$ cat src/rtl/painterengine_gpu_dma_arbiter.sv
// Round-robin owner arbitration of one shared DMA reader/writer/FIFO
// among N_REQ GPU engines, with routed completions and a hang watchdog.
module painterengine_gpu_dma_arbiter #(
  parameter int N_REQ   = 4,
  parameter int TIMEOUT = 65535
) (
  input  logic                 i_wire_clock,
  input  logic                 i_wire_reset,
  input  logic [N_REQ-1:0]     i_wire_req,
  input  logic [N_REQ-1:0]     i_wire_release,
  input  logic [N_REQ-1:0]     i_wire_req_fifo_resetn,
  input  logic [N_REQ-1:0]     i_wire_req_reader_resetn,
  input  logic [32*N_REQ-1:0]  i_wire_req_reader_address,
  input  logic [32*N_REQ-1:0]  i_wire_req_reader_length,
  input  logic [N_REQ-1:0]     i_wire_req_writer_resetn,
  input  logic [32*N_REQ-1:0]  i_wire_req_writer_address,
  input  logic [32*N_REQ-1:0]  i_wire_req_writer_length,
  output logic [N_REQ-1:0]     o_wire_grant,
  output logic [N_REQ-1:0]     o_wire_req_reader_done,
  output logic [N_REQ-1:0]     o_wire_req_reader_error,
  output logic [N_REQ-1:0]     o_wire_req_writer_done,
  output logic [N_REQ-1:0]     o_wire_req_writer_error,
  output logic                 o_wire_fifo_resetn,
  output logic                 o_wire_dma_reader_resetn,
  output logic [31:0]          o_wire_dma_reader_address,
  output logic [31:0]          o_wire_dma_reader_length,
  input  logic                 i_wire_dma_reader_done,
  input  logic                 i_wire_dma_reader_error,
  output logic                 o_wire_dma_writer_resetn,
  output logic [31:0]          o_wire_dma_writer_address,
  output logic [31:0]          o_wire_dma_writer_length,
  input  logic                 i_wire_dma_writer_done,
  input  logic                 i_wire_dma_writer_error,
  output logic [31:0]          o_wire_state
);

  localparam int IDX_W = (N_REQ > 1) ? $clog2(N_REQ) : 1;
  localparam logic [IDX_W:0]   NQ = (IDX_W+1)'(N_REQ);
  localparam logic [IDX_W-1:0] LAST_INIT = IDX_W'(N_REQ-1);
  localparam logic [31:0]      WD_LIMIT = 32'(TIMEOUT);

  typedef enum logic [7:0] {
    IDLE    = 8'h00,
    GRANT   = 8'h01,
    OWNED   = 8'h02,
    RELEASE = 8'h03,
    TMO_ERR = 8'h04
  } state_t;

  state_t state, state_nx;

  logic [IDX_W-1:0] owner, last_owner, pick;
  logic [IDX_W:0]   cand;
  logic             found;
  logic [31:0]      wdog;
  logic [N_REQ-1:0] own_oh;
  logic             own_req, own_rel;
  logic             sel_fifo, sel_rd_rstn, sel_wr_rstn;
  logic [31:0]      sel_rd_addr, sel_rd_len, sel_wr_addr, sel_wr_len;
  logic             rd_busy, wr_busy, any_evt, wd_active;

  // Round-robin scan starting just after the previous owner.
  always_comb begin
    pick  = '0;
    found = 1'b0;
    cand  = '0;
    for (int i = 1; i <= N_REQ; i++) begin
      cand = {1'b0, last_owner} + (IDX_W+1)'(i);
      if (cand >= NQ) cand = cand - NQ;
      if (!found && i_wire_req[cand[IDX_W-1:0]]) begin
        found = 1'b1;
        pick  = cand[IDX_W-1:0];
      end
    end
  end

  assign own_oh  = N_REQ'(1) << owner;
  assign own_req = |(i_wire_req & own_oh);
  assign own_rel = |(i_wire_release & own_oh);

  always_comb begin
    sel_fifo    = 1'b0;
    sel_rd_rstn = 1'b0;
    sel_wr_rstn = 1'b0;
    sel_rd_addr = '0;
    sel_rd_len  = '0;
    sel_wr_addr = '0;
    sel_wr_len  = '0;
    for (int k = 0; k < N_REQ; k++) begin
      if (owner == IDX_W'(k)) begin
        sel_fifo    = i_wire_req_fifo_resetn[k];
        sel_rd_rstn = i_wire_req_reader_resetn[k];
        sel_wr_rstn = i_wire_req_writer_resetn[k];
        sel_rd_addr = i_wire_req_reader_address[32*k +: 32];
        sel_rd_len  = i_wire_req_reader_length[32*k +: 32];
        sel_wr_addr = i_wire_req_writer_address[32*k +: 32];
        sel_wr_len  = i_wire_req_writer_length[32*k +: 32];
      end
    end
  end

  assign rd_busy = sel_rd_rstn & ~i_wire_dma_reader_done
                 & ~i_wire_dma_reader_error;
  assign wr_busy = sel_wr_rstn & ~i_wire_dma_writer_done
                 & ~i_wire_dma_writer_error;
  assign any_evt = i_wire_dma_reader_done | i_wire_dma_reader_error
                 | i_wire_dma_writer_done | i_wire_dma_writer_error;
  assign wd_active = (rd_busy | wr_busy) & ~any_evt;

  // Release/request-drop wins over a simultaneous watchdog expiry.
  always_comb begin
    state_nx = state;
    unique case (state)
      IDLE:    if (found) state_nx = GRANT;
      GRANT:   state_nx = OWNED;
      OWNED: begin
        if (own_rel || !own_req)   state_nx = RELEASE;
        else if (wdog == WD_LIMIT) state_nx = TMO_ERR;
      end
      TMO_ERR: if (own_rel || !own_req) state_nx = RELEASE;
      RELEASE: state_nx = IDLE;
      default: state_nx = IDLE;
    endcase
  end

  always_ff @(posedge i_wire_clock) begin
    if (i_wire_reset) begin
      state      <= IDLE;
      owner      <= '0;
      last_owner <= LAST_INIT;
      wdog       <= '0;
    end else begin
      state <= state_nx;
      if (state == IDLE && found) owner <= pick;
      if (state == RELEASE) last_owner <= owner;
      if (state == OWNED && wd_active)
        wdog <= (wdog == 32'hFFFF_FFFF) ? wdog : wdog + 32'd1;
      else
        wdog <= '0;
    end
  end

  always_comb begin
    o_wire_grant              = '0;
    o_wire_req_reader_done    = '0;
    o_wire_req_reader_error   = '0;
    o_wire_req_writer_done    = '0;
    o_wire_req_writer_error   = '0;
    o_wire_fifo_resetn        = 1'b0;
    o_wire_dma_reader_resetn  = 1'b0;
    o_wire_dma_reader_address = '0;
    o_wire_dma_reader_length  = '0;
    o_wire_dma_writer_resetn  = 1'b0;
    o_wire_dma_writer_address = '0;
    o_wire_dma_writer_length  = '0;
    o_wire_state              = '0;
    if (!i_wire_reset) begin
      o_wire_state = {16'd0, {(8-IDX_W){1'b0}}, owner, state};
      if (state == GRANT || state == OWNED || state == TMO_ERR)
        o_wire_grant = own_oh;
      if (state == OWNED) begin
        o_wire_fifo_resetn        = sel_fifo;
        o_wire_dma_reader_resetn  = sel_rd_rstn;
        o_wire_dma_reader_address = sel_rd_addr;
        o_wire_dma_reader_length  = sel_rd_len;
        o_wire_dma_writer_resetn  = sel_wr_rstn;
        o_wire_dma_writer_address = sel_wr_addr;
        o_wire_dma_writer_length  = sel_wr_len;
        o_wire_req_reader_done  = i_wire_dma_reader_done  ? own_oh : '0;
        o_wire_req_reader_error = i_wire_dma_reader_error ? own_oh : '0;
        o_wire_req_writer_done  = i_wire_dma_writer_done  ? own_oh : '0;
        o_wire_req_writer_error = i_wire_dma_writer_error ? own_oh : '0;
      end
      if (state == TMO_ERR) begin
        o_wire_req_reader_error = own_oh;
        o_wire_req_writer_error = own_oh;
      end
    end
  end

endmodule

$ cat config.mk
export PLATFORM = sky130hd
export DESIGN_NAME = painterengine_gpu_dma_arbiter
export DESIGN_NICKNAME = d
export VERILOG_FILES = /design/src/rtl/painterengine_gpu_dma_arbiter.sv
export SDC_FILE = /design/constraint.sdc
export NUM_CORES = 1
export LEC_CHECK = 0
export CAP_MARGIN = 0
export CORE_AREA = 2 2 280 282
export CTS_BUF_LIST = sky130_fd_sc_hd__clkbuf_2 sky130_fd_sc_hd__clkbuf_4 sky130_fd_sc_hd__clkbuf_8
export DETAILED_ROUTE_END_ITERATION = 10
export DIE_AREA = 0 0 282 284
export HOLD_SLACK_MARGIN = 0.02
export PLACE_DENSITY = 0.41
export REMOVE_ABC_BUFFERS = 1
export SYNTH_ARGS = -nofsm -noshare
export SYNTH_HDL_FRONTEND = slang
export SYNTH_SLANG_ARGS = --single-unit
$ cat constraint.sdc
create_clock -name i_wire_clock -period 2.62 [get_ports i_wire_clock]
set_input_delay 0.524 -clock i_wire_clock [delete_from_list [all_inputs] [get_ports i_wire_clock]]
set_output_delay 0.524 -clock i_wire_clock [all_outputs]
set_load 0.05 [all_outputs]
# Word-level counts from Yosys, hierarchy flattened
# Cells that the tools add are included.
totals:
  reg_bits: 44
  latchBits: 0
  ramBits: 0
  rom_bits: 0
  output_inout_bits: 183
  memories: 0
classes:
  add_sub_neg: 9
  mul: 0
  div_mod_pow: 0
  order_cmp: 8
  n_eq_ne: 12
  shift: 1
  n_mux: 84
  n_bitwise: 17
  reduce_logical: 18
op_table:
  columns: ["operator", "n"]
  rows:
  - ["$mux 32", 24]
  - ["$mux 4", 16]
  - ["$add 32x1->32 const B", 1]
  - ["$eq 32x16->1 const B", 1]
  - ["$eq 32x32->1 const B", 1]
  - ["$mux 8", 4]
  - ["$pmux 8 s4", 1]
  - ["$mux 1", 26]
  - ["$eq 8x2->1 const B", 2]
  - ["$mux 2", 8]
  - ["$ge 3x3->1 const B", 4]
  - ["$lt 2x3->1 const B", 4]
  - ["$mux 10", 1]
  - ["$and 4x4->4", 2]
  - ["$bmux 1 s2", 4]
  - ["$eq 8x1->1 const B", 1]
  - ["$eq 8x3->1 const B", 1]
  - ["$logic_not 8->1", 1]
  - ["$reduce_or 4->1", 2]
  - ["$sub 2x1->2 const B", 4]
  - ["$add 2x2->3 const B", 2]
  - ["$not 1->1", 6]
  - ["$and 1x1->1", 5]
  - ["$logic_and 1x1->1", 5]
  - ["13 further kinds", 23]

# Logic depth before layout (Yosys ltp)
# Gate-level depths: netlist (run 1).
logic_depth:
  depth_word: 17
  mapped_depth: 8
  ltp_nobuf: 6

# Worst setup path before layout (run 1)
# OpenSTA, ideal clock, no wires.
synth_timing:
  path_type: "reg2out"
  from: "register owner[1]"
  to: "output port o_wire_req_reader_done[2]"
  t_arrival_ns: 2.657
  required_ns: 2.096
  setup_slack_ns: -0.561
  path_stages_with_launch: 6
  cell_sequence: "dfxtp_1 > clkbuf_1 > clkbuf_1 > nor2b_1 > nand2b_1 > nor2_1"
synth_via:
  elab_chain_len: 4
synth_lines:
  columns: ["element", "line", "rtl"]
  rows:
  - ["start, declared", "52", "logic [IDX_W-1:0] owner, last_owner, pick;"]
  - ["start signal, assigned", "134", "if (state == IDLE && found) owner <= pick;"]
  - ["$shl 1x2->4", "77", "assign own_oh = N_REQ'(1) << owner;"]
  - ["$mux 4", "169", "o_wire_req_reader_done = i_wire_dma_reader_done ? own_oh : '0;"]
  - ["$mux 4", "161", "if (state == OWNED) begin"]
  - ["$mux 4", "157", "if (!i_wire_reset) begin"]
  - ["end, declared", "19", "output logic [N_REQ-1:0] o_wire_req_reader_done,"]
# Every way passes these cells.

# Final worst setup path (run 1)
layout_timing:
  from: "register owner[0]"
  to: "output port o_wire_dma_reader_address[24]"
layout_via:
  elab_chain_len: 7
layout_lines:
  columns: ["element", "line", "rtl"]
  rows:
  - ["$logic_not 2->1", "90", "if (owner == IDX_W'(k)) begin"]
  - ["$mux 32 (3 in series)", "90", null]
  - ["$mux 32 (*)", "90", null]
  - ["$mux 32 (*)", "161", null]
  - ["$mux 32 (*)", "157", null]
  - ["end, declared", "25", "output logic [31:0] o_wire_dma_reader_address,"]
# Mark *: on every way between the ends. The rest lies on a longest branch, timed or not.

==> reports/results.ini, run 1 <==
[synth]
synth_async_sr_flop_share_pct=0
ys_types=48
synth_area_um2=6430
synth_seq_area_share_pct=12.1
synth-main-ff-cell=dfxtp_1
synth-edff-count=0
yosys_warnings=0
synth-seq-cells=39
syn-mean-instance-area_um2=10.3
synthCells=623

[run]
drv_cap=0

[clock_network]
cts_max_level=2
clock_path_buffers=2
worstSkewPairLatency_ns=0.29
cts_tree=yes
numCtsBuffers=5
clock_sinks=39
clkTransAtPathRegs_ns=0.08
holdBufCountCts=0
ctsRootBufferMaster=clkbuf_8

[run_status]
violations=setup timing
status=finished with violations

[routing]
ant_nets=0
drc=0
dr.pass1.iters=6
viasPerCell=3.59
wl_per_cell_um=25.4
wl_um=60300
via_count=8529
first_iter_violations=385

[power]
irDropWorstVdd_mv=0.145
power_density_nw_per_um2=350
total_power_mw=5.94
leakage_nw=5.86

[sta]
whs_ns=0.504
hold_viol_final=0
tightestPinTransition_ns=0.628
period_needed_ns=2.68
final.setup.worst_slack_ns=-0.0566
fin_crit_sh_pct=102
rsz0062_at_grt=true
max_freq_mhz=374
setup_viol=14
slew-limit-headroom_pct=57.8
fin_skew_ns=0.00622
slew_viol_final=0

[worst_hold_path]
hp-class=flop to flop
hold_depth=2

[setup_path]
path_class=flop to primary output
crit_path_start_kind=flop
worst-r2r-setup-slack_ns=0.38
rr_worst_depth=5
worstSetupEndpointType=primary output
required_ns=2.10
path_max_fanout=7
crit_arrival_ns=2.15

[grt]
grt_pass1_wl_um=78600
grt_use_total_pct=14.2
grt_pass1_vias=9082
grt_max_degree=44
grt_overflow_total=0
antenna_found_initial=25

[placed_design]
io_buffers=693
dp_slack_ns=0.0608
dp.final_hpwl_um=52000
gp_congestion=0.928

[die]
dieHeight_um=284
pin_count=721
die-area_um2=80100
fp-row-count=102
die_x_um=282
start_util_pct=8.35
core_area_um2=77000

[layout]
nFillCells=8253
syn2layout_area_growth_pct=165
layout-drive-gt1-share_pct=31.8
final_nets=1869

critical path, cell delays in order, from the launching register on:
cell and delay, ns:
dfxtp_4 0.39, buf_12 0.14, bufbuf_16 0.29, mux4_2 0.66, and2_4 0.21, buf_12 0.14
power by group:
| group | switching [mW] | total (mW) | internal [mW] |
|---|---|---|---|
| logic | 2.23 | 4.84 | 2.61 |
| registers | 0.0307 | 0.641 | 0.610 |
| clock network | 0.213 | 0.464 | 0.251 |
cells by family after synthesis:
group           Yosys count  share of synthesized area [%]
xor+xnor                 14                           1.91
buf+inv                  88                           7.22
mux                     133                           46.2
compound gates           65                           6.74
fa+ha+maj                 1                          0.195
flops                    39                           12.1
simple gates            282                           25.5
other cells               1                         0.0583
metal layers:
metal / track usage, % / wire length, um / vias to the layer above
met5: 0 / 66 / -
met4: 3.48 / 1170 / 10
met3: 3.25 / 4730 / 45
met2: 26.0 / 31300 / 422
met1: 16.6 / 23100 / 4263
li1: - / - / 3789
cell usage after synthesis (2+ instances only):
| cell | n | area share, % |
|---|---|---|
| nor4_1 | 6 | 0.58 |
| or3_1 | 13 | 1.3 |
| inv_1 | 5 | 0.29 |
| buf_2 | 20 | 1.6 |
| mux4_2 | 131 | 46 |
| and2_1 | 138 | 13 |
| nor3_1 | 4 | 0.31 |
| o211a_1 | 2 | 0.31 |
| nor2b_1 | 8 | 0.78 |
| a211oi_1 | 3 | 0.35 |
| mux2i_1 | 2 | 0.31 |
| and4_1 | 5 | 0.68 |
| nand4_1 | 10 | 0.97 |
| nand2_1 | 17 | 0.99 |
| o21ai_1 | 2 | 0.16 |
| nor3b_1 | 2 | 0.23 |
| and3_1 | 7 | 0.68 |
| o211ai_1 | 7 | 0.82 |
| nor2_1 | 45 | 2.6 |
| a21oi_1 | 17 | 1.3 |
| clkbuf_1 | 35 | 2.0 |
| o2111ai_1 | 5 | 0.68 |
| nand2b_1 | 5 | 0.49 |
| a211o_1 | 2 | 0.27 |
| or2_2 | 3 | 0.29 |
| o22ai_1 | 2 | 0.19 |
| xor2_1 | 14 | 1.9 |
| nand3_1 | 10 | 0.78 |
| buf_4 | 27 | 3.2 |
| o21ai_0 | 16 | 1.2 |
| or4_1 | 5 | 0.58 |
| dfxtp_1 | 39 | 12 |
area by class of cell:
cell class,count,area (um2),share of cell area [%]
repair buffers,757,9360,55.0
multi-input cells,522,5420,31.9
well taps,1040,1300,7.65
flip-flops and latches,39,788,4.64
clock buffers,8,104,0.611
inverters,5,18.8,0.110
diodes,6,15.0,0.0883
cell usage in the layout, fill, tap and decap left out, types with 4 or more instances in the layout:
master,n
or3_1,13
nand4_1,10
nor3_1,4
or4_1,5
o2111ai_1,5
inv_1,5
a21oi_1,17
and4_1,5
o211ai_1,7
nor2_1,45
nand2_1,17
nand2b_1,5
and2_1,86
conb_1,27
clkdlybuf4s50_1,537
buf_12,167
buf_4,38
diode_2,6
dfxtp_1,37
clkbuf_8,7
and2_4,52
nor2b_1,7
nor4_1,6
nand3_1,10
o21ai_0,16
mux4_2,131
buf_16,8
and3_1,7
xor2_1,14
sequential cells by signal (all words and copies together), names as in the netlist:
signal / flops
last_owner: 2
owner: 2
state: 3
wdog: 32
stage by stage:
step | utilization (%) | instance area, um2 | setup TNS (ns) | std cells
finish | 22.1 | 17000 | -0.257 | 2377
global route | 22.1 | 17000 | -1.67 | 2375
CTS | 21.9 | 16900 | -1.36 | 2368
detailed placement | 21.3 | 16400 | 0 | 2344
global placement | 21.3 | 16400 | 0 | 2344
floorplan | - | 6080 | -867.96 | 566
final timing paths:
path	startpoint	end
min	wdog[22]	wdog[22]
max	owner[0]	o_wire_dma_reader_address[24]
max reg2reg	wdog[14]	wdog[1]
min reg2reg	wdog[22]	wdog[22]
what timing repair did:
action / 4_1_cts / 5_1_grt
gates cloned: 6 / 2
hold endpoints to repair: 0 / 0
pin swaps: 12 / 2
buffers inserted: 10 / 1
resized for setup: 50 / 18
setup endpoints to repair: 106 / 111
Note: power is estimated with default switching activity, not from simulation.
==> run 2, diff against run 1 <==
--- a/config.mk
+++ b/config.mk
@@ -16,3 +16,4 @@
 export SYNTH_ARGS = -nofsm -noshare
 export SYNTH_HDL_FRONTEND = slang
 export SYNTH_SLANG_ARGS = --single-unit
+export TNS_END_PERCENT = 100
==> results of run 2 <==
Final layout, timing and power as in run 1 (identical DEF).
==> run 3, diff against run 2 <==
==> constraint.sdc (replaced) <==
create_clock -name i_wire_clock -period 2.62 [get_ports i_wire_clock]
set_input_delay 0.393 -clock i_wire_clock [delete_from_list [all_inputs] [get_ports i_wire_clock]]
set_output_delay 0.393 -clock i_wire_clock [all_outputs]
set_load 0.05 [all_outputs]
==> reports/results.ini, run 3 (synthesized netlist as in run 1, its figures left out) <==
[sta]
setup_viol=0
final.setup.worst_slack_ns=0.0645
hold_viol_final=0
period_needed_ns=2.56
slew_viol_final=0
slew-limit-headroom_pct=56.5
rsz0062_at_grt=true
finalSetupTns_ns=0
fin_crit_sh_pct=97.5
tightestPinTransition_ns=0.647
whs_ns=0.502
fin_skew_ns=0.00868
max_freq_mhz=391

[setup_path]
path_max_fanout=36
rr_worst_depth=6
required_ns=2.23
path_class=flop to primary output
worstSetupEndpointType=primary output
crit_path_start_kind=flop
crit_arrival_ns=2.16

[routing]
first_iter_violations=388
ant_nets=0
wl_um=59400
wl_per_cell_um=25.2
via_count=8469
drc=0
viasPerCell=3.59
dr.pass1.iters=5

[grt]
grt_max_degree=59
grt_pass1_vias=8886
grt_use_total_pct=13.9
grt_pass1_wl_um=76900
grt_overflow_total=0
antenna_found_initial=27

[layout]
syn2layout_area_growth_pct=157
mostFrequentLayoutCells=clkdlybuf4s50_1 (537), buf_12 (156), mux4_2 (131)
final_core_util_pct=21.5
stdcell_count=2359
final_cell_area_um2=16500
layout_commonest_cell=clkdlybuf4s50_1
largest_reg_flops=32
top_register=wdog
layout-drive-gt1-share_pct=28.4
final_nets=1843
top_regs=wdog: 32 flops, state: 3 flops

[die]
core_area_um2=77000
die-area_um2=80100
dieHeight_um=284
die_x_um=282
fp-row-count=102
start_util_pct=8.35
pin_count=721

[clock_network]
cts_tree=yes
clkTransAtPathRegs_ns=0.08
ctsRootBufferMaster=clkbuf_8
clock_sinks=39
clock_path_buffers=2
numCtsBuffers=5
cts_max_level=2
worstSkewPairLatency_ns=0.29

[power]
swShare_pct=42.6
seq_power_share_pct=12.0
switchingPower_mw=2.35
power_density_nw_per_um2=333
intPower_mw=3.16
power_frac_comb_pct=80.4
clockPowerShare_pct=7.6
irDropWorstVdd_mv=0.222
leakage_nw=5.60
total_power_mw=5.51

[placed_design]
dp.final_hpwl_um=51900
placed_area_um2=16200
io_buffers=693
gp_congestion=0.873
dp_slack_ns=0.102
dp_cells=2333

[run_status]
status=complete, no violations

[run]
drv_cap=0

[worst_hold_path]
hold_depth=2
hp-class=flop to flop

[run 3: cell types whose count changed in the layout (fill, tap and decap cells not counted), moves of 3 or more]
| cell | change |
|---|---|
| buf_16 | -3 |
| and2_1 | +27 |
| diode_2 | +9 |
| and2_4 | -27 |
| buf_12 | -11 |
| buf_4 | -9 |
[run 3: cell type report]
cell class / instances / area, um2
diodes: 15 / 37.5
clock buffers: 6 / 82.6
clock inverters: 1 / 5.00
fillers: 8309 / 60400
inverters: 5 / 18.8
multi-input cells: 522 / 5360
flip-flops and latches: 39 / 790
well taps: 1040 / 1300
repair buffers: 731 / 8930
[run 3: critical path, cell delays in order, from the launching register on]
cell and delay (ns):
dfxtp_4 0.46, buf_16 0.29, mux4_2 0.67, and2_1 0.24
buf_12 0.15
[run 3: power by group through the flow]
| stage | logic [mW] | registers, mW | clock network [mW] |
|---|---|---|---|
| finish | 4.43 | 0.661 | 0.421 |
| global route | 4.65 | 0.668 | 0.457 |
| CTS | 4.42 | 0.662 | 0.435 |
| detailed placement | 4.37 | 0.677 | 0 |
| global placement | 4.38 | 0.676 | 0 |
| floorplan | 1.94 | 0.902 | 0 |
[run 3: repair_timing]
| item | in CTS | in global routing |
|---|---|---|
| gates resized for setup | 4 | 32 |
| hold buffers | 0 | 0 |
| endpoints found under the setup margin | 120 | 57 |
| gates cloned | 0 | 2 |
| setup buffers | 1 | 1 |
[run 3: layer usage]
layer / up-vias / part of all wire, % / wire length (um) / GRT usage, %
li1: 3748 / - / - / -
met1: 4264 / 38 / 22400 / 16.1
met2: 416 / 52 / 30900 / 25.2
met3: 35 / 8.6 / 5110 / 3.53
met4: 6 / 1.5 / 917 / 3.07
met5: - / 0.062 / 37 / 0
[run 3: worst paths after layout]
kind	to	slack, ns	from
worst min-delay path	wdog[22]	0.50	wdog[22]
worst min register to register	wdog[22]	0.50	wdog[22]
worst max-delay path	o_wire_dma_writer_length[21]	0.06	owner[0]
worst max register to register	wdog[28]	0.32	owner[0]
